`config.mk`:
```
export PLATFORM = sky130hd
export DESIGN_NAME = mem_verify_reader_flat
export DESIGN_NICKNAME = d
export VERILOG_FILES = /design/src/rtl/mem_verify_reader_if.sv /design/src/rtl/mem_verify_reader.sv /design/src/flat_wrapper.sv
export SDC_FILE = /design/constraint.sdc
export NUM_CORES = 1
export LEC_CHECK = 0
export ABC_CLOCK_PERIOD_IN_PS = 2820
export BUFFER_PORTS_ARGS = -buffer_cell sky130_fd_sc_hd__clkbuf_2
export CORE_MARGIN = 4
export CORE_UTILIZATION = 50
export CTS_CLUSTER_DIAMETER = 80
export DETAILED_ROUTE_END_ITERATION = 8
export PLACE_DENSITY = 0.71
export SETUP_SLACK_MARGIN = 0.4
export SYNTH_ARGS = -nofsm -noshare
export SYNTH_HDL_FRONTEND = slang
export SYNTH_SLANG_ARGS = --single-unit
```
`constraint.sdc`:
```
create_clock -name clk -period 2.82 [get_ports clk]
set_input_delay 0.423 -clock clk [delete_from_list [all_inputs] [get_ports clk]]
set_output_delay 0.423 -clock clk [all_outputs]
set_load 0.02 [all_outputs]
```
`src/rtl/mem_verify_reader_if.sv`:
```
// Memory read bus plus the captured-byte valid/ready stream of mem_verify_reader.
// The master modport is the reader; the slave modport is the memory and downstream consumer.
interface mem_verify_reader_if;
  localparam int unsigned ADDR_W = 16;
  localparam int unsigned DATA_W = 8;

  logic [ADDR_W-1:0] mem_addr;
  logic              mem_req_n;
  logic              mem_rd_n;
  logic [DATA_W-1:0] mem_din;
  logic [DATA_W-1:0] out_data;
  logic              out_valid;
  logic              out_ready;

  modport master (
    output mem_addr, mem_req_n, mem_rd_n, out_data, out_valid,
    input  mem_din, out_ready
  );

  modport slave (
    input  mem_addr, mem_req_n, mem_rd_n, out_data, out_valid,
    output mem_din, out_ready
  );
endinterface

```
`src/rtl/mem_verify_reader.sv`:
```
// Sequential memory reader: fetches LENGTH bytes from START_ADDR, hands each byte downstream
// and optionally compares it against the (SEED + index) pattern, counting mismatches.
module mem_verify_reader #(
  parameter logic [15:0] START_ADDR = 16'h3C00,
  parameter int unsigned LENGTH     = 1024,
  parameter logic [7:0]  SEED       = 8'h00
) (
  input  logic                        clk,
  input  logic                        reset,
  input  logic                        start,
  input  logic                        check_en,
  mem_verify_reader_if.master         bus,
  output logic                        busy,
  output logic                        done,
  output logic [15:0]                 err_count,
  output logic [15:0]                 first_err_addr
);

  localparam int unsigned ADDR_W = 16;
  localparam int unsigned DATA_W = 8;
  localparam int unsigned IDX_W  = 16;
  localparam int unsigned CNT_W  = 16;
  localparam logic [IDX_W-1:0] LAST_IDX = IDX_W'(LENGTH - 1);

  typedef enum logic [2:0] {
    S_IDLE,
    S_ISSUE,
    S_WAIT,
    S_HOLD,
    S_DONE
  } state_e;

  state_e              state_q;
  logic [IDX_W-1:0]    idx_q;
  logic [ADDR_W-1:0]   cur_addr_q;
  logic                chk_q;
  logic [ADDR_W-1:0]   mem_addr_q;
  logic                mem_req_n_q;
  logic                mem_rd_n_q;
  logic [DATA_W-1:0]   out_data_q;
  logic                out_valid_q;
  logic                busy_q;
  logic                done_q;
  logic [CNT_W-1:0]    err_count_q;
  logic [ADDR_W-1:0]   first_err_addr_q;

  logic [DATA_W-1:0]   exp_byte_c;
  logic                mismatch_c;

  // Expected pattern byte for the current index; only the low byte of the index matters.
  assign exp_byte_c = SEED + DATA_W'(idx_q);
  assign mismatch_c = chk_q && (bus.mem_din != exp_byte_c);

  always_ff @(posedge clk) begin
    if (reset) begin
      state_q          <= S_IDLE;
      idx_q            <= '0;
      cur_addr_q       <= '0;
      chk_q            <= 1'b0;
      mem_addr_q       <= '0;
      mem_req_n_q      <= 1'b1;
      mem_rd_n_q       <= 1'b1;
      out_data_q       <= '0;
      out_valid_q      <= 1'b0;
      busy_q           <= 1'b0;
      done_q           <= 1'b0;
      err_count_q      <= '0;
      first_err_addr_q <= '0;
    end else begin
      done_q <= 1'b0;
      case (state_q)
        S_IDLE: begin
          if (start) begin
            chk_q            <= check_en;
            idx_q            <= '0;
            cur_addr_q       <= START_ADDR;
            err_count_q      <= '0;
            first_err_addr_q <= '0;
            mem_addr_q       <= START_ADDR;
            mem_req_n_q      <= 1'b0;
            mem_rd_n_q       <= 1'b0;
            busy_q           <= 1'b1;
            state_q          <= S_ISSUE;
          end
        end
        S_ISSUE: begin
          state_q <= S_WAIT;
        end
        S_WAIT: begin
          // Read data is valid at this edge: two edges after the address went out.
          out_data_q  <= bus.mem_din;
          out_valid_q <= 1'b1;
          mem_req_n_q <= 1'b1;
          mem_rd_n_q  <= 1'b1;
          if (mismatch_c) begin
            if (err_count_q != '1) begin
              err_count_q <= err_count_q + CNT_W'(1);
            end
            if (err_count_q == '0) begin
              first_err_addr_q <= cur_addr_q;
            end
          end
          state_q <= S_HOLD;
        end
        S_HOLD: begin
          if (out_valid_q && bus.out_ready) begin
            out_valid_q <= 1'b0;
            if (idx_q == LAST_IDX) begin
              busy_q  <= 1'b0;
              done_q  <= 1'b1;
              state_q <= S_DONE;
            end else begin
              idx_q       <= idx_q + IDX_W'(1);
              cur_addr_q  <= cur_addr_q + ADDR_W'(1);
              mem_addr_q  <= cur_addr_q + ADDR_W'(1);
              mem_req_n_q <= 1'b0;
              mem_rd_n_q  <= 1'b0;
              state_q     <= S_ISSUE;
            end
          end
        end
        S_DONE: begin
          state_q <= S_IDLE;
        end
        default: begin
          state_q <= S_IDLE;
        end
      endcase
    end
  end

  assign bus.mem_addr    = mem_addr_q;
  assign bus.mem_req_n   = mem_req_n_q;
  assign bus.mem_rd_n    = mem_rd_n_q;
  assign bus.out_data    = out_data_q;
  assign bus.out_valid   = out_valid_q;
  assign busy            = busy_q;
  assign done            = done_q;
  assign err_count       = err_count_q;
  assign first_err_addr  = first_err_addr_q;

endmodule

```
`src/flat_wrapper.sv`:
```
// flat-port wrapper written by rule: the top's interface ports become plain ports
module mem_verify_reader_flat 
#(
  parameter logic [15:0] START_ADDR = 16'h3C00,
  parameter int unsigned LENGTH     = 1024,
  parameter logic [7:0]  SEED       = 8'h00
)
  (clk, reset, start, check_en, busy, done, err_count, first_err_addr, bus_mem_addr, bus_mem_req_n, bus_mem_rd_n, bus_out_data, bus_out_valid, bus_mem_din, bus_out_ready);
  mem_verify_reader_if bus_i ();
  input  logic clk;
  input  logic reset;
  input  logic start;
  input  logic check_en;
  output logic busy;
  output logic done;
  output logic [15:0] err_count;
  output logic [15:0] first_err_addr;
  output wire logic [$bits(bus_i.mem_addr)-1:0] bus_mem_addr;
  output wire logic [$bits(bus_i.mem_req_n)-1:0] bus_mem_req_n;
  output wire logic [$bits(bus_i.mem_rd_n)-1:0] bus_mem_rd_n;
  output wire logic [$bits(bus_i.out_data)-1:0] bus_out_data;
  output wire logic [$bits(bus_i.out_valid)-1:0] bus_out_valid;
  input wire logic [$bits(bus_i.mem_din)-1:0] bus_mem_din;
  input wire logic [$bits(bus_i.out_ready)-1:0] bus_out_ready;
  assign bus_mem_addr = bus_i.mem_addr;
  assign bus_mem_req_n = bus_i.mem_req_n;
  assign bus_mem_rd_n = bus_i.mem_rd_n;
  assign bus_out_data = bus_i.out_data;
  assign bus_out_valid = bus_i.out_valid;
  assign bus_i.mem_din = bus_mem_din;
  assign bus_i.out_ready = bus_out_ready;
  mem_verify_reader #(.START_ADDR(START_ADDR), .LENGTH(LENGTH), .SEED(SEED)) u_core (.clk(clk), .reset(reset), .start(start), .check_en(check_en), .bus(bus_i), .busy(busy), .done(done), .err_count(err_count), .first_err_addr(first_err_addr));
endmodule
```
==> metrics.csv <==
metric;value;unit
outcome;finished clean;
syn_nets;504;
yosys_warnings;0;
grt_pass1_wl;18.4;mm
htreeDepth;3;
io_pins;74;
cts_tree;built;
cts_buffer_depth;2;
num_vias;4002;
cp_top_family;simple AND/OR/NAND/NOR gates;
min_period;2.28;ns
layout-area-overhead-vs-synth;16.3;%
dp_cells;637;
avgSynthCellArea;8.25;sq um
path_clk_slew;0.08;ns
gp_congestion;0.955;
period_share;81.0;%
cts_sinks;80;
drt_pre_antenna_iters;5;
final_cells;655;
diodes;0;
synth.distinct_cells;52;
post_drt_wl_per_cell;16.6;um
initial_core_util;51.7;%
pre_cts_ws;0.415;ns
grt_max_degree;42;
ir_drop;0.227;mV
cp-end-kind;flip-flop;
cp_slowest_cell;or3_1;
fin_setup_tns;0;ns
synth_ff_type;dfxtp_1;
grt_pass1_vias;3701;
fin_nets;565;
rsz0062_at_grt;no;
timing.fmax;438;MHz
vias_per_cell;6.11;
grt-ovfl-total;0;
fp-row-count;32;
async_flop_share;0;%
r2r-start;u_core.err_count[1];
crit_buf_inv;0;
fin_ws;0.536;ns
hold_start;check_en;
synthCells;487;
cp_max_fo;10;
crit_type;flip-flop to flip-flop;
leakage;1.66;nW
track_usage;23.1;%
drc;0;
numPortBuffers;73;
insertion_delay;0.36;ns
drive_gt1_share;20.4;%
grt_antenna_before_repair;0;
hold_violations;0;
r2r-end;u_core.err_count[13];
total_power;2.34;mW
ys_seq_area_share;39.9;%
arrival;2.50;ns
cp.required;3.03;ns
coreArea;0.00777;sq mm
cts_buffers;9;
synth_enable_flop_cells;0;
detailed_place_hpwl;7.58;mm
maxSlewViolCount;0;
relSlewSlack;53.6;%
cp-start-kind;flip-flop;
die_y;97.6;um
cap_violations;0;
crit_path_frequent_cell;or3_1;
rr_worst_depth;6;
reg2reg_slack;0.54;ns
root_buffer;clkbuf_8;
critPathMaxStageDelay;0.51;ns
p_per_area;501;mW/mm^2
path_depth;6;
setup_viol;0;
hold-path-endpoint;u_core.chk_q;
holdPathStages;3;
ant_nets;0;
tightest_slew;0.695;ns
fp.dieW;97.6;um
syn_area;0.00402;sq mm
fillers;732;
synth-seq-cells;80;
first_iter_violations;184;
worstHoldPathType;input pin to flip-flop;
path_cells;ha_1 > nand3_1 > or3_1 > o22ai_1 > or3_1 > o32ai_1;
dieArea;0.00953;sq mm
fin_skew;0.00945;ns
wirelength;10.8;mm
==> what timing repair did <==
item | CTS | global route
gates resized for setup | 0 | 5
hold buffers | 0 | 0
setup endpoints to repair | 0 | 31
endpoints found under the hold margin | 0 | 0
setup buffers | 0 | 2
==> metrics by stage <==
stage | instance area [sq um] | hold slack, ns | utilization, %
after global routing | 4670 | 0.318 | 60.1
after CTS | 4650 | 0.294 | 59.8
after global placement | 4440 | 0.441 | 57.2
final | 4670 | 0.302 | 60.1
after floorplan | 4020 | 0.452 | -
after detailed placement | 4440 | 0.451 | 57.2
==> cell usage after synthesis (all sizes together), types with 8 or more instances <==
| cell type | count | area [sq um] |
|---|---|---|
| a21oi | 52 | 260 |
| a31oi | 10 | 62.6 |
| and4 | 8 | 72.6 |
| clkbuf | 29 | 110 |
| dfxtp | 80 | 1600 |
| inv | 14 | 52.6 |
| nand2 | 44 | 165 |
| nand3 | 37 | 185 |
| nand4 | 9 | 56.3 |
| nor2 | 27 | 101 |
| o211ai | 16 | 120 |
| o21ai | 17 | 85.1 |
| o311ai | 8 | 70.1 |
| o31ai | 17 | 128 |
| or3 | 10 | 62.6 |
| or4 | 19 | 143 |
| xnor2 | 10 | 87.6 |
==> layer usage <==
| layer | vias up | track usage (%) | routed length [um] |
|---|---|---|---|
| met5 | - | 0 | 0 |
| met4 | 0 | 8.41 | 163 |
| met3 | 17 | 4.16 | 687 |
| met2 | 138 | 36.4 | 5060 |
| met1 | 1873 | 31.7 | 4930 |
| li1 | 1974 | - | - |
==> cells by family after synthesis <==
| logic type | Yosys count | share of synthesized area [%] |
|---|---|---|
| xor+xnor | 10 | 2.18 |
| flops | 80 | 39.9 |
| simple gates | 190 | 25.9 |
| mux | 4 | 0.997 |
| buf+inv | 50 | 5.29 |
| fa+ha+maj | 4 | 1.25 |
| compound gates | 149 | 24.5 |
==> final cells by class <==
cell class	count	area, sq um	share of cell area [%]
multi-input combinational	357	2210	47.4
sequential	80	1600	34.3
timing repair buffer	86	467	9.99
clock inverter	4	51.3	1.10
clock buffer	12	155	3.32
inverter	14	52.6	1.13
tap	102	128	2.73
==> worst reg2reg max path, stage by stage, from the launching register on <==
cell,delay [ns]
dfxtp_1,0.43
ha_1,0.25
nand3_1,0.19
or3_1,0.51
o22ai_1,0.22
or3_1,0.37
o32ai_1,0.17
==> registers in the layout (all words and copies together), names as in the netlist, 3 cells and up <==
register,cells
u_core.bus.out_data,8
u_core.cur_addr_q,16
u_core.err_count,16
u_core.first_err_addr,16
u_core.idx_q,16
u_core.state_q,3
==> power breakdown <==
group | switching (mW) | internal (mW) | total, mW
Clock | 0.424 | 0.460 | 0.884
Sequential | 0.0318 | 1.15 | 1.18
Combinational | 0.185 | 0.0866 | 0.272
Total | 0.641 | 1.70 | 2.34
==> layout by cell type, fill, tap and decap left out, types with 6 or more instances in the layout <==
master     n
or3_1     10
and4_1     7
inv_1     14
nand3_1   37
a31oi_1   10
nand2_1   44
nor3_1     6
or4_1     19
nand4_1    9
and3_1     7
xnor2_1   10
clkbuf_2  73
o311ai_0   8
o21ai_0   17
nor4_1     6
o211ai_1  16
clkbuf_8  11
o31ai_1   17
dfxtp_1   78
a21oi_1   52
buf_4     12
nor2_1    27
==> worst max path at each step <==
stage	start	to	slack, ns
after floorplan	u_core.idx_q[0]	u_core.cur_addr_q[10]	0.58
after global placement	u_core.state_q[1]	u_core.first_err_addr[11]	0.50
after detailed placement	u_core.state_q[1]	u_core.first_err_addr[5]	0.41
after CTS	u_core.state_q[1]	u_core.first_err_addr[4]	0.40
after global routing	u_core.err_count[1]	u_core.err_count[13]	0.42
final	u_core.err_count[1]	u_core.err_count[13]	0.54
No activity file was read; power rests on OpenSTA's default activity.
